**config.mk**
```make
export PLATFORM = sky130hd
export DESIGN_NAME = instr_ctrl_dec
export DESIGN_NICKNAME = d
export VERILOG_FILES = /design/src/rtl/instr_ctrl_dec.sv
export SDC_FILE = /design/constraint.sdc
export NUM_CORES = 1
export LEC_CHECK = 0
export ABC_AREA = 1
export CORE_ASPECT_RATIO = 1.2
export CORE_UTILIZATION = 38
export DETAILED_ROUTE_END_ITERATION = 16
export PLACE_DENSITY_LB_ADDON = 0.12
export SLEW_MARGIN = 25
export SYNTH_ARGS = -nofsm -noshare
export SYNTH_HDL_FRONTEND = slang
export SYNTH_SLANG_ARGS = --single-unit
```
**constraint.sdc**
```tcl
create_clock -name clk -period 1.7 [get_ports clk]
set_clock_uncertainty 0.2 [all_clocks]
set_input_delay 0.34 -clock clk [delete_from_list [all_inputs] [get_ports clk]]
set_output_delay 0.34 -clock clk [all_outputs]
set_load 0.03 [all_outputs]
```
**src/rtl/instr_ctrl_dec.sv**
```systemverilog
// Pipeline-stage instruction holder with a MIPS-subset control decoder.
// Optional macro CTRL_DEC_ILLEGAL_EN enables the illegal-encoding flag (tied to 0 otherwise).
module instr_ctrl_dec (
    input  logic        clk,
    input  logic        reset,
    input  logic        en,
    input  logic [31:0] nI,
    output logic [31:0] I,
    output logic        R,
    output logic        addu,
    output logic        subu,
    output logic        lw,
    output logic        sw,
    output logic        ori,
    output logic        lui,
    output logic        addi,
    output logic        beq,
    output logic        j,
    output logic        jal,
    output logic        jr,
    output logic        jalr,
    output logic [1:0]  RegDst,
    output logic        RegWrite,
    output logic        Branch,
    output logic        Jump,
    output logic        JumpReg,
    output logic        MemWrite,
    output logic        illegal
);

    localparam logic [5:0] OP_SPECIAL = 6'h00;
    localparam logic [5:0] OP_J       = 6'h02;
    localparam logic [5:0] OP_JAL     = 6'h03;
    localparam logic [5:0] OP_BEQ     = 6'h04;
    localparam logic [5:0] OP_ADDI    = 6'h08;
    localparam logic [5:0] OP_ORI     = 6'h0D;
    localparam logic [5:0] OP_LUI     = 6'h0F;
    localparam logic [5:0] OP_LW      = 6'h23;
    localparam logic [5:0] OP_SW      = 6'h2B;

    localparam logic [5:0] FN_JR      = 6'h08;
    localparam logic [5:0] FN_JALR    = 6'h09;
    localparam logic [5:0] FN_ADDU    = 6'h21;
    localparam logic [5:0] FN_SUBU    = 6'h23;

    localparam logic [1:0] DST_RT = 2'd0;
    localparam logic [1:0] DST_RD = 2'd1;
    localparam logic [1:0] DST_RA = 2'd2;

    logic [31:0] i_q;
    logic [31:0] i_d;
    logic [5:0]  op;
    logic [5:0]  fn;

    assign i_d = en ? nI : i_q;

    // NOTE: sequential state uses non-blocking assignments so every flop samples pre-edge values.
    always_ff @(posedge clk or posedge reset) begin
        if (reset) begin
            i_q <= '0;
        end else begin
            i_q <= i_d;
        end
    end

    assign I  = i_q;
    assign op = i_q[31:26];
    assign fn = i_q[5:0];

    // NOTE: every flag gets a default before the case so no path leaves it unassigned (no latch).
    always_comb begin
        addu = 1'b0;
        subu = 1'b0;
        lw   = 1'b0;
        sw   = 1'b0;
        ori  = 1'b0;
        lui  = 1'b0;
        addi = 1'b0;
        beq  = 1'b0;
        j    = 1'b0;
        jal  = 1'b0;
        jr   = 1'b0;
        jalr = 1'b0;
        case (op)
            OP_SPECIAL: begin
                case (fn)
                    FN_ADDU: addu = 1'b1;
                    FN_SUBU: subu = 1'b1;
                    FN_JR:   jr   = 1'b1;
                    FN_JALR: jalr = 1'b1;
                    default: ;
                endcase
            end
            OP_LW:   lw   = 1'b1;
            OP_SW:   sw   = 1'b1;
            OP_ORI:  ori  = 1'b1;
            OP_LUI:  lui  = 1'b1;
            OP_ADDI: addi = 1'b1;
            OP_BEQ:  beq  = 1'b1;
            OP_J:    j    = 1'b1;
            OP_JAL:  jal  = 1'b1;
            default: ;
        endcase
    end

    assign R        = addu | subu;
    assign RegDst   = (R | jalr) ? DST_RD : (jal ? DST_RA : DST_RT);
    assign RegWrite = R | jalr | lw | ori | lui | addi | jal;
    assign Branch   = beq;
    assign Jump     = j | jal;
    assign JumpReg  = jr | jalr;
    assign MemWrite = sw;

`ifdef CTRL_DEC_ILLEGAL_EN
    // The all-zero word is sll $0,$0,0 (nop) and must not be flagged.
    assign illegal = (i_q != 32'd0) &&
                     !(addu | subu | lw | sw | ori | lui | addi | beq | j | jal | jr | jalr);
`else
    assign illegal = 1'b0;
`endif

endmodule

```
-- Word level (Yosys, flattened, before mapping)
Cells that the tools add are included.
- flip-flop bits (word level): 32
- bits of input ports: 35
- logic and storage cells: 41
- eq/ne operators: 12
- multiplexer cells: 18
- bitwise logic cells: 9
- reductions and logical operators: 1
- operators by type and width (kind ; number):
    6-bit by 4-bit equality test with 1-bit output, second input constant ; 5
    6-bit equality test, second input constant ; 4
    1-bit 2-to-1 mux ; 16
    6-bit by 2-bit equality test with 1-bit output, second input constant ; 2
    1-bit OR ; 9
    6-bit by 3-bit equality test with 1-bit output, second input constant ; 1
    6-bit zero test ; 1
    2-bit 2-to-1 mux ; 2

-- Longest topological paths before layout
Gate-level depths: netlist of the first run.
- depth in word-level cells: 10
- depth in mapped cells: 6
- mapped depth without buffers: 6

-- Worst setup path before layout of the first run
No wires, ideal clock.
- path type: register -> output
- start point: reg i_q[26] (netlist: I[26])
- end point: out beq
- data arrival time: 1842 ps
- data required time: 1160 ps
- slack: -682 ps
- cell stages (with the launch flop): 5
- path buffers: 1
- cells stage by stage: dfrtp_1 -> nor2_2 -> inv_2 -> nor3_1 -> buf_4
- cells in the longest elaborated chain, start to end: 2
- RTL lines (item ; RTL line ; RTL):
    start, declared ; 50 ; logic [31:0] i_q;
    start signal, assigned ; 62 ; i_q <= i_d;
    6-bit by 3-bit equality test with 1-bit output ; 84 ; case (op)
    1-bit 2-to-1 mux ; 84 ;
    end, declared ; 17 ; output logic beq,
No other way between the ends.

-- Worst setup path after layout of the first run
- start point: reg i_q[31] (netlist: I[31])
- end point: out RegWrite
- cells in the longest elaborated chain, start to end: 9
- elaborated cells between the ends (all ways): 21
- RTL lines (item ; RTL line ; RTL):
    6-bit zero test ; 84 ;
    1-bit 2-to-1 mux ; 84 ;
    1-bit OR ; 106 ; assign R = addu | subu;
    1-bit OR (5 in series) ; 108 ; assign RegWrite = R | jalr | lw | ori | lui | addi | jal;
    1-bit OR (*) ; 108 ;
    end, declared ; 23 ; output logic RegWrite,
Every way passes the cells marked *; elsewhere a longest branch is shown, timed or not.

==> results of run 1 <==
[where the power goes]
group / switching, mW / total, mW / internal, mW
Sequential: 0.0530 / 0.894 / 0.841
Combinational: 0.396 / 0.711 / 0.315
Clock: 0.251 / 0.537 / 0.286
[metal layers]
metal  global-route usage [%]  share of wire (%)  vias to the layer above
met5                        0                  0                        -
met4                     7.49                1.3                        0
met3                     6.86                6.8                        6
met2                     34.3                 56                       56
met1                     20.7                 36                      672
li1                         -                  -                      697
[per-stage QoR]
stage | setup slack [ps] | std cells | TNS (ps) | power (mW) | cell area (µm²)
2_1_floorplan | -169 | 146 | -876 | 1.28 | 1670
3_3_place_gp | -80.6 | 301 | -598 | 1.59 | 2640
3_5_place_dp | -150 | 301 | -1130 | 1.61 | 2640
4_1_cts | -329 | 310 | -5150 | 2.14 | 2820
5_1_grt | -386 | 314 | -6300 | 2.25 | 2890
6_report | -321 | 314 | -5150 | 2.14 | 2890
[area by class of cell]
cell class	instances	area, µm²
timing repair buffer	114	1060
fill	291	1020
sequential	32	816
multi-input combinational	84	773
inverter	22	87.6
clock buffer	7	76.3
tap	54	67.6
clock inverter	1	5.00
[layout by cell type, fill, tap and decap left out]
master / n
conb_1: 1
buf_6: 24
nand3_4: 3
inv_1: 12
mux2_4: 4
clkbuf_1: 2
nor2_2: 5
mux2_2: 19
inv_2: 8
clkinv_2: 1
clkdlybuf4s15_2: 1
nor3_4: 5
o21ai_0: 9
nand2_2: 2
nand2_4: 3
dlygate4sd2_1: 26
dfrtp_2: 12
clkbuf_8: 5
o211ai_4: 1
and3_4: 1
buf_4: 26
dfrtp_1: 20
nor2_4: 7
inv_4: 2
a211oi_4: 1
clkbuf_2: 2
nand2_1: 15
clkdlybuf4s50_1: 34
buf_2: 1
nor2_1: 3
nand3_1: 2
nand3_2: 3
[worst max path at each step]
stage | startpoint | endpoint | slack [ps] | cells after the start
floorplan | I[31] | JumpReg | -170 | 3
global placement | I[31] | JumpReg | -80 | 4
detailed placement | I[31] | JumpReg | -150 | 4
CTS | I[30] | RegWrite | -330 | 6
global route | I[31] | RegWrite | -390 | 6
finish | I[31] | RegWrite | -320 | 7
[cells by family (layout without fill, tap and decap cells)]
| kind of cell | Yosys count | count (layout) |
|---|---|---|
| mux | 23 | 23 |
| simple gates | 49 | 49 |
| other cells | 1 | 1 |
| compound gates | 11 | 11 |
| buf+inv | 30 | 144 |
| flops | 32 | 32 |
[what timing repair did]
item,CTS,global route
buffers inserted,1,4
pin swaps,8,7
resized for setup,69,20
endpoints found under the hold margin,0,0
setup endpoints to repair,50,22
==> impl_metrics.ini, run 1 <==
[clocking]
cts_hold_buf = 0
cts_buffer_depth = 2
htreeDepth = 2
cts.clk_slew.worst_paths_ps = 60
numCtsBuffers = 5
clkSinkCount = 32
clk_latency_ps = 270
cts_root_buf = clkbuf_8
cts_tree = done

[worst_setup_path]
path_buf_inv = 2
path_common_cell = nand3_2
slowest_stage = dfrtp_2
rr_worst_depth = 2
regToRegStartpoint = I[28]
r2r_setup_slack_ps = 550
cp.required_ps = 1160
path_class = flip-flop to output pin
critical_path_arrival_ps = 1480
path_delay_family = simple AND/OR/NAND/NOR gates
crit_path_max_fanout = 5
rr_endpoint = I[28]
cp_slowest_stage_delay_ps = 430
path_cells = nor2_4 -> buf_4 -> nand3_2 -> nand2_1 -> nor2_2 -> nand3_2 -> buf_6
start_kind = flip-flop
endpoint_kind = output pin

[route]
drc = 0
wl_per_cell_um = 13.0
vias = 1431
postRouteAntennaNets = 0
via_per_inst = 4.56
first_pass_iters = 2
drtIter0Drc = 20
routed_wl_mm = 4.08

[yosys]
syn-num-nets = 181
synthCells = 146
synth_top_family_by_area = multiplexers
synthTopCellsByArea = dfrtp_1, mux2_2, inv_1
synth-main-ff-cell = dfrtp_1
synth-simple-area-share_pct = 15.6
postSynthAreaPerCell_um2 = 10.6
muxShareOfSynthArea_pct = 17.7
synth.top_cell.area_share_pct = 51.9
synth_enable_flop_cells = 0
synth_fa_ha_area_share_pct = 0
synth_commonest_cells = dfrtp_1, inv_1, mux2_2, nand2_1, nor2_1
synth-xor-area-share_pct = 0
synth_most_common_cell = dfrtp_1
ys_seq_elements = 32
async_reset_ff_share_pct = 100
synth-warning-count = 0
seq_area_frac_synth_pct = 51.9
synth_compound_area_share_pct = 4.54
ys_types = 21
netlist_area_um2 = 1540
synth_top_area_cell = dfrtp_1

[finish]
largest_reg_flops = 32
fin_nets = 294
diodes = 0
drive_gt1_share_pct = 52.3
area_delta_synth_final_pct = 86.9
fin_util_pct = 73.8

[floorplan]
ios = 88
initial_utilization_pct = 39.5
die_h_um = 71.8
core_um2 = 3910
rows = 25
dieWidth_um = 60.2
dieArea_um2 = 4320

[grt]
antenna_found_initial = 0
grt_pass1_vias = 1415
grt_max_degree = 17
track_usage_pct = 19.5
grt_pass1_wl_mm = 6.31
grt_remaining_overflow = 0

[outcome]
status = finished with violations
violations = negative setup slack

[sta]
setup_slack_ps = -321
hold_viol = 0
min_period_over_period_pct = 119
finalCriticalPeriod_ps = 2020
slew_violations = 0
rsz0062_at_grt = yes
setup_viol = 20
hold_ws_ps = 102
fmax_ghz = 0.495

[power_and_ir_drop]
vdd_drop_max_mv = 0.594
p_per_area_nw_per_um2 = 743
leakagePower_nw = 1.40

[place]
hpwlAfterDp_mm = 3.19
numPortBuffers = 86
gp_congestion = 0.803

[hold_path]
hold_path_class = input port to asynchronous set/reset pin

[run]
cap_violations = 0
No activity file was read; power rests on OpenSTA's default activity.
==> run 2: changes to the inputs <==
Settings changed: GPL_TIMING_DRIVEN from default to 0.
==> run 2 against run 1 <==
Worst setup slack got worse by 87 ps. Largest cell class unchanged. The flow still finishes with violations (negative setup slack). Worst hold slack improved by 29 ps. Sequential power is 2% higher. Power rose by 1.7%.
==> impl_metrics.ini, run 2 (same netlist as run 1, synthesis figures left out) <==
[grt]
grt_pass1_vias = 1487
antenna_found_initial = 0
grt_remaining_overflow = 0
track_usage_pct = 20.9
grt_pass1_wl_mm = 6.52
grt_max_degree = 33

[sta]
setup_slack_ps = -408
relSlewSlack_pct = 56.3
rsz0062_at_grt = yes
hold_viol = 0
fmax_ghz = 0.474
finalCriticalPeriod_ps = 2110
slew_violations = 0
setup_viol = 20
tightest_slew_ps = 655
fin_tns_setup_ps = -5480
min_period_over_period_pct = 124

[power_and_ir_drop]
vdd_drop_max_mv = 0.549
total_power_mw = 2.18
p_per_area_nw_per_um2 = 768
leakagePower_nw = 1.39

[clocking]
clkSinkCount = 32
htreeDepth = 2
cts_buffer_depth = 2
cts.clk_slew.worst_paths_ps = 70
cts_tree = done
clk_latency_ps = 280
cts_root_buf = clkbuf_8
numCtsBuffers = 5

[route]
drtIter0Drc = 66
first_pass_iters = 4
routed_wl_mm = 4.46
vias = 1447
via_per_inst = 4.73
wl_per_cell_um = 14.6
drc = 0
postRouteAntennaNets = 0

[finish]
final-seq-area_um2 = 816
diodes = 0
final_common_cell = clkdlybuf4s50_1
finalNonFillerCells = 306
multiInputGateArea_um2 = 761
area_delta_synth_final_pct = 83.9
fin_util_pct = 72.6
final_cell_mix = clkdlybuf4s50_1, dlygate4sd2_1, buf_6
drive_gt1_share_pct = 49.2
design_area_um2 = 2840
fin_nets = 286
fillers = 312
largest_reg_flops = 32

[worst_setup_path]
path_common_cell = nor2_4
cp_slowest_stage_delay_ps = 430
start_kind = flip-flop
path_class = flip-flop to output pin
path_cells = nor2_4 -> buf_12 -> nand2_4 -> nor2_4 -> o211ai_4 -> nand3_2 -> buf_6
path_buf_inv = 2
critical_path_arrival_ps = 1570
crit_path_max_fanout = 5
slowest_stage = dfrtp_2
endpoint_kind = output pin
cp.required_ps = 1160
path_delay_family = simple AND/OR/NAND/NOR gates

[floorplan]
rows = 25
die_h_um = 71.8
dieWidth_um = 60.2
core_um2 = 3910
ios = 88
initial_utilization_pct = 39.5
dieArea_um2 = 4320

[place]
gp_congestion = 0.796
postPlaceCellArea_um2 = 2590
numPortBuffers = 85
hpwlAfterDp_mm = 3.08
dp.cells = 285

[hold_path]
hold_path_class = input port to flip-flop

[outcome]
status = finished with violations
violations = negative setup slack

[run]
cap_violations = 0
-- run 2: cell count changes in the layout (fill, tap and decap cells not counted), moves of 2 or more --
| cell | change |
|---|---|
| buf_4 | -12 |
| inv_1 | +3 |
| nand3_2 | +3 |
| buf_6 | +2 |
| dlygate4sd2_1 | +2 |
| inv_2 | -2 |
| nand3_4 | -2 |
-- run 2: repair_timing --
action,in CTS,in global routing
setup buffers,5,8
hold buffers,0,0
endpoints found under the setup margin,52,21
pin swaps,9,8
gates resized for setup,176,26
-- run 2: final timing paths --
check | startpoint | to | slack (ps) | cells past startpoint
min in group asynchronous | reset | I[17] | 280 | 2
setup reg to reg | I[30] | I[30] | 560 | 2
hold / removal | en | I[17] | 130 | 2
max in group asynchronous | reset | I[29] | 560 | 2
setup / recovery | I[31] | RegWrite | -410 | 7
hold reg to reg | I[19] | I[19] | 300 | 1
-- run 2: per-layer routing --
layer / vias to the layer above / part of all wire (%) / global-route usage, % / wire length [µm]
met1: 691 / 34 / 20.2 / 1510
met3: 14 / 7.0 / 7.40 / 314
met2: 71 / 56 / 38.0 / 2490
met5: - / 0 / 0 / 0
li1: 671 / - / - / -
met4: 0 / 3.2 / 9.82 / 142
-- run 2: final cells by class --
cell class | instances | area share [%]
flip-flops and latches | 32 | 28.7
well taps | 54 | 2.38
plain buffers | 8 | 2.82
clock buffers | 8 | 3.17
multi-input cells | 84 | 26.8
repair buffers | 98 | 33.1
inverters | 22 | 3.00
-- run 2: power by group --
| part | switching, mW | total [mW] | internal [mW] | leakage [nW] |
|---|---|---|---|---|
| logic | 0.380 | 0.678 | 0.298 | 0.976 |
| clock network | 0.264 | 0.594 | 0.330 | 0.0455 |
| registers | 0.0663 | 0.908 | 0.841 | 0.365 |
-- run 2: through the flow --
| step | hold slack [ps] | setup WS [ps] |
|---|---|---|
| after global placement | 288 | -651 |
| after CTS | 125 | -385 |
| after floorplan | 255 | -169 |
| after global routing | 131 | -477 |
| final | 131 | -408 |
| after detailed placement | 295 | -711 |
==> run 3: changes to the inputs <==
Settings changed: CORE_ASPECT_RATIO 1.2 to 0.7.
==> run 3 against run 2 <==
The run still ends with negative setup slack left. Non-clock buffer count unchanged. Count of clock-buffer cells in the layout stayed put. Fmax is 0.54% higher. Critical path type unchanged. Largest cell class unchanged.
==> impl_metrics.ini, run 3 (same netlist as run 1, synthesis figures left out) <==
[outcome]
status = finished with violations
violations = negative setup slack

[finish]
diodes = 0
final-seq-area_um2 = 816
fillers = 254
drive_gt1_share_pct = 48.0
fin_nets = 286
final_cell_mix = clkdlybuf4s50_1, dlygate4sd2_1, buf_6
largest_reg_flops = 32
multiInputGateArea_um2 = 741
area_delta_synth_final_pct = 81.8
final_common_cell = clkdlybuf4s50_1
design_area_um2 = 2810

[clocking]
htreeDepth = 2
clkSinkCount = 32
cts.clk_slew.worst_paths_ps = 60
cts_hold_buf = 0
cts_tree = done
cts_root_buf = clkbuf_8
cts_buffer_depth = 2
numCtsBuffers = 5
clk_latency_ps = 280

[worst_setup_path]
crit_path_max_fanout = 4
critical_path_arrival_ps = 1560
r2r_setup_slack_ps = 410
endpoint_kind = output pin
critPathLaunch = I[31]
path_class = flip-flop to output pin
start_kind = flip-flop
cp.required_ps = 1160
regToRegStartpoint = I[28]

[route]
drc = 0
wl_per_cell_um = 14.0
vias = 1402
postRouteAntennaNets = 0
routed_wl_mm = 4.23
drtIter0Drc = 47
first_pass_iters = 4
via_per_inst = 4.64

[grt]
grt_remaining_overflow = 0
grt_pass1_wl_mm = 6.73
grt_max_degree = 33
grt_pass1_vias = 1432
track_usage_pct = 20.1
antenna_found_initial = 0

[sta]
setup_viol = 20
hold_viol = 0
slew_violations = 0
fmax_ghz = 0.477
finalCriticalPeriod_ps = 2100
rsz0062_at_grt = yes
setup_slack_ps = -397
relSlewSlack_pct = 56.3
min_period_over_period_pct = 123
tightest_slew_ps = 655

[place]
gp_congestion = 0.860
numPortBuffers = 85
hpwlAfterDp_mm = 3.02
postPlaceCellArea_um2 = 2590

[floorplan]
dieArea_um2 = 4330
ios = 88
rows = 18
dieWidth_um = 78.2
die_h_um = 55.3
initial_utilization_pct = 41.8
core_um2 = 3690

[power_and_ir_drop]
p_per_area_nw_per_um2 = 789
total_power_mw = 2.21
leakagePower_nw = 1.38
vdd_drop_max_mv = 0.609

[hold_path]
hold_path_class = input port to flip-flop
hold_start = en

[run]
cap_violations = 0
-- run 3: path summary, 6_finish.rpt --
check | endpoint | cells past startpoint
worst min-delay path | I[17] | 2
min in group asynchronous | I[17] | 2
max in group asynchronous | I[5] | 2
worst min register to register | I[24] | 1
worst max register to register | I[28] | 3
worst max-delay path | JumpReg | 5
-- run 3: power by group --
group	switching [mW]	total (mW)	internal, mW	leakage (nW)
registers	0.0596	0.900	0.841	0.365
clock network	0.273	0.642	0.369	0.0515
logic	0.378	0.672	0.294	0.968
total	0.710	2.21	1.50	1.38
-- run 3: worst max-delay path, cell delays in order, from the launching register on --
cell      delay, ps
dfrtp_2         440
nor2_4          210
buf_12          140
nand3_4         140
a211oi_4        200
buf_6           160
-- run 3: per-layer routing --
layer	vias to the layer above	global-route usage [%]	share of wire (%)
li1	676	-	-
met2	59	35.2	51
met5	-	0	0
met3	5	5.79	6.5
met1	662	24.7	42
met4	0	3.97	0.85
-- run 3: stage by stage --
stage	util [%]	setup TNS [ps]	std cells	worst slack [ps]	hold WS (ps)
floorplan	-	-876	146	-169	255
global placement	70.0	-17830	281	-671	288
detailed placement	70.0	-9740	281	-707	295
CTS	74.2	-5040	296	-402	131
global route	76.0	-6690	302	-460	135
finish	76.0	-5380	302	-397	134
-- run 3: final cells by class --
type / instances / area share [%]
clock buffer: 8 / 3.57
buffer: 8 / 2.72
timing repair buffer: 98 / 33.0
tap: 50 / 2.23
inverter: 22 / 3.03
sequential: 32 / 29.1
multi-input combinational: 84 / 26.4
-- run 3: timing repair --
item | in CTS | in global routing
setup endpoints to repair | 52 | 23
buffers inserted | 7 | 6
pin swaps | 8 | 6
resized for setup | 180 | 17
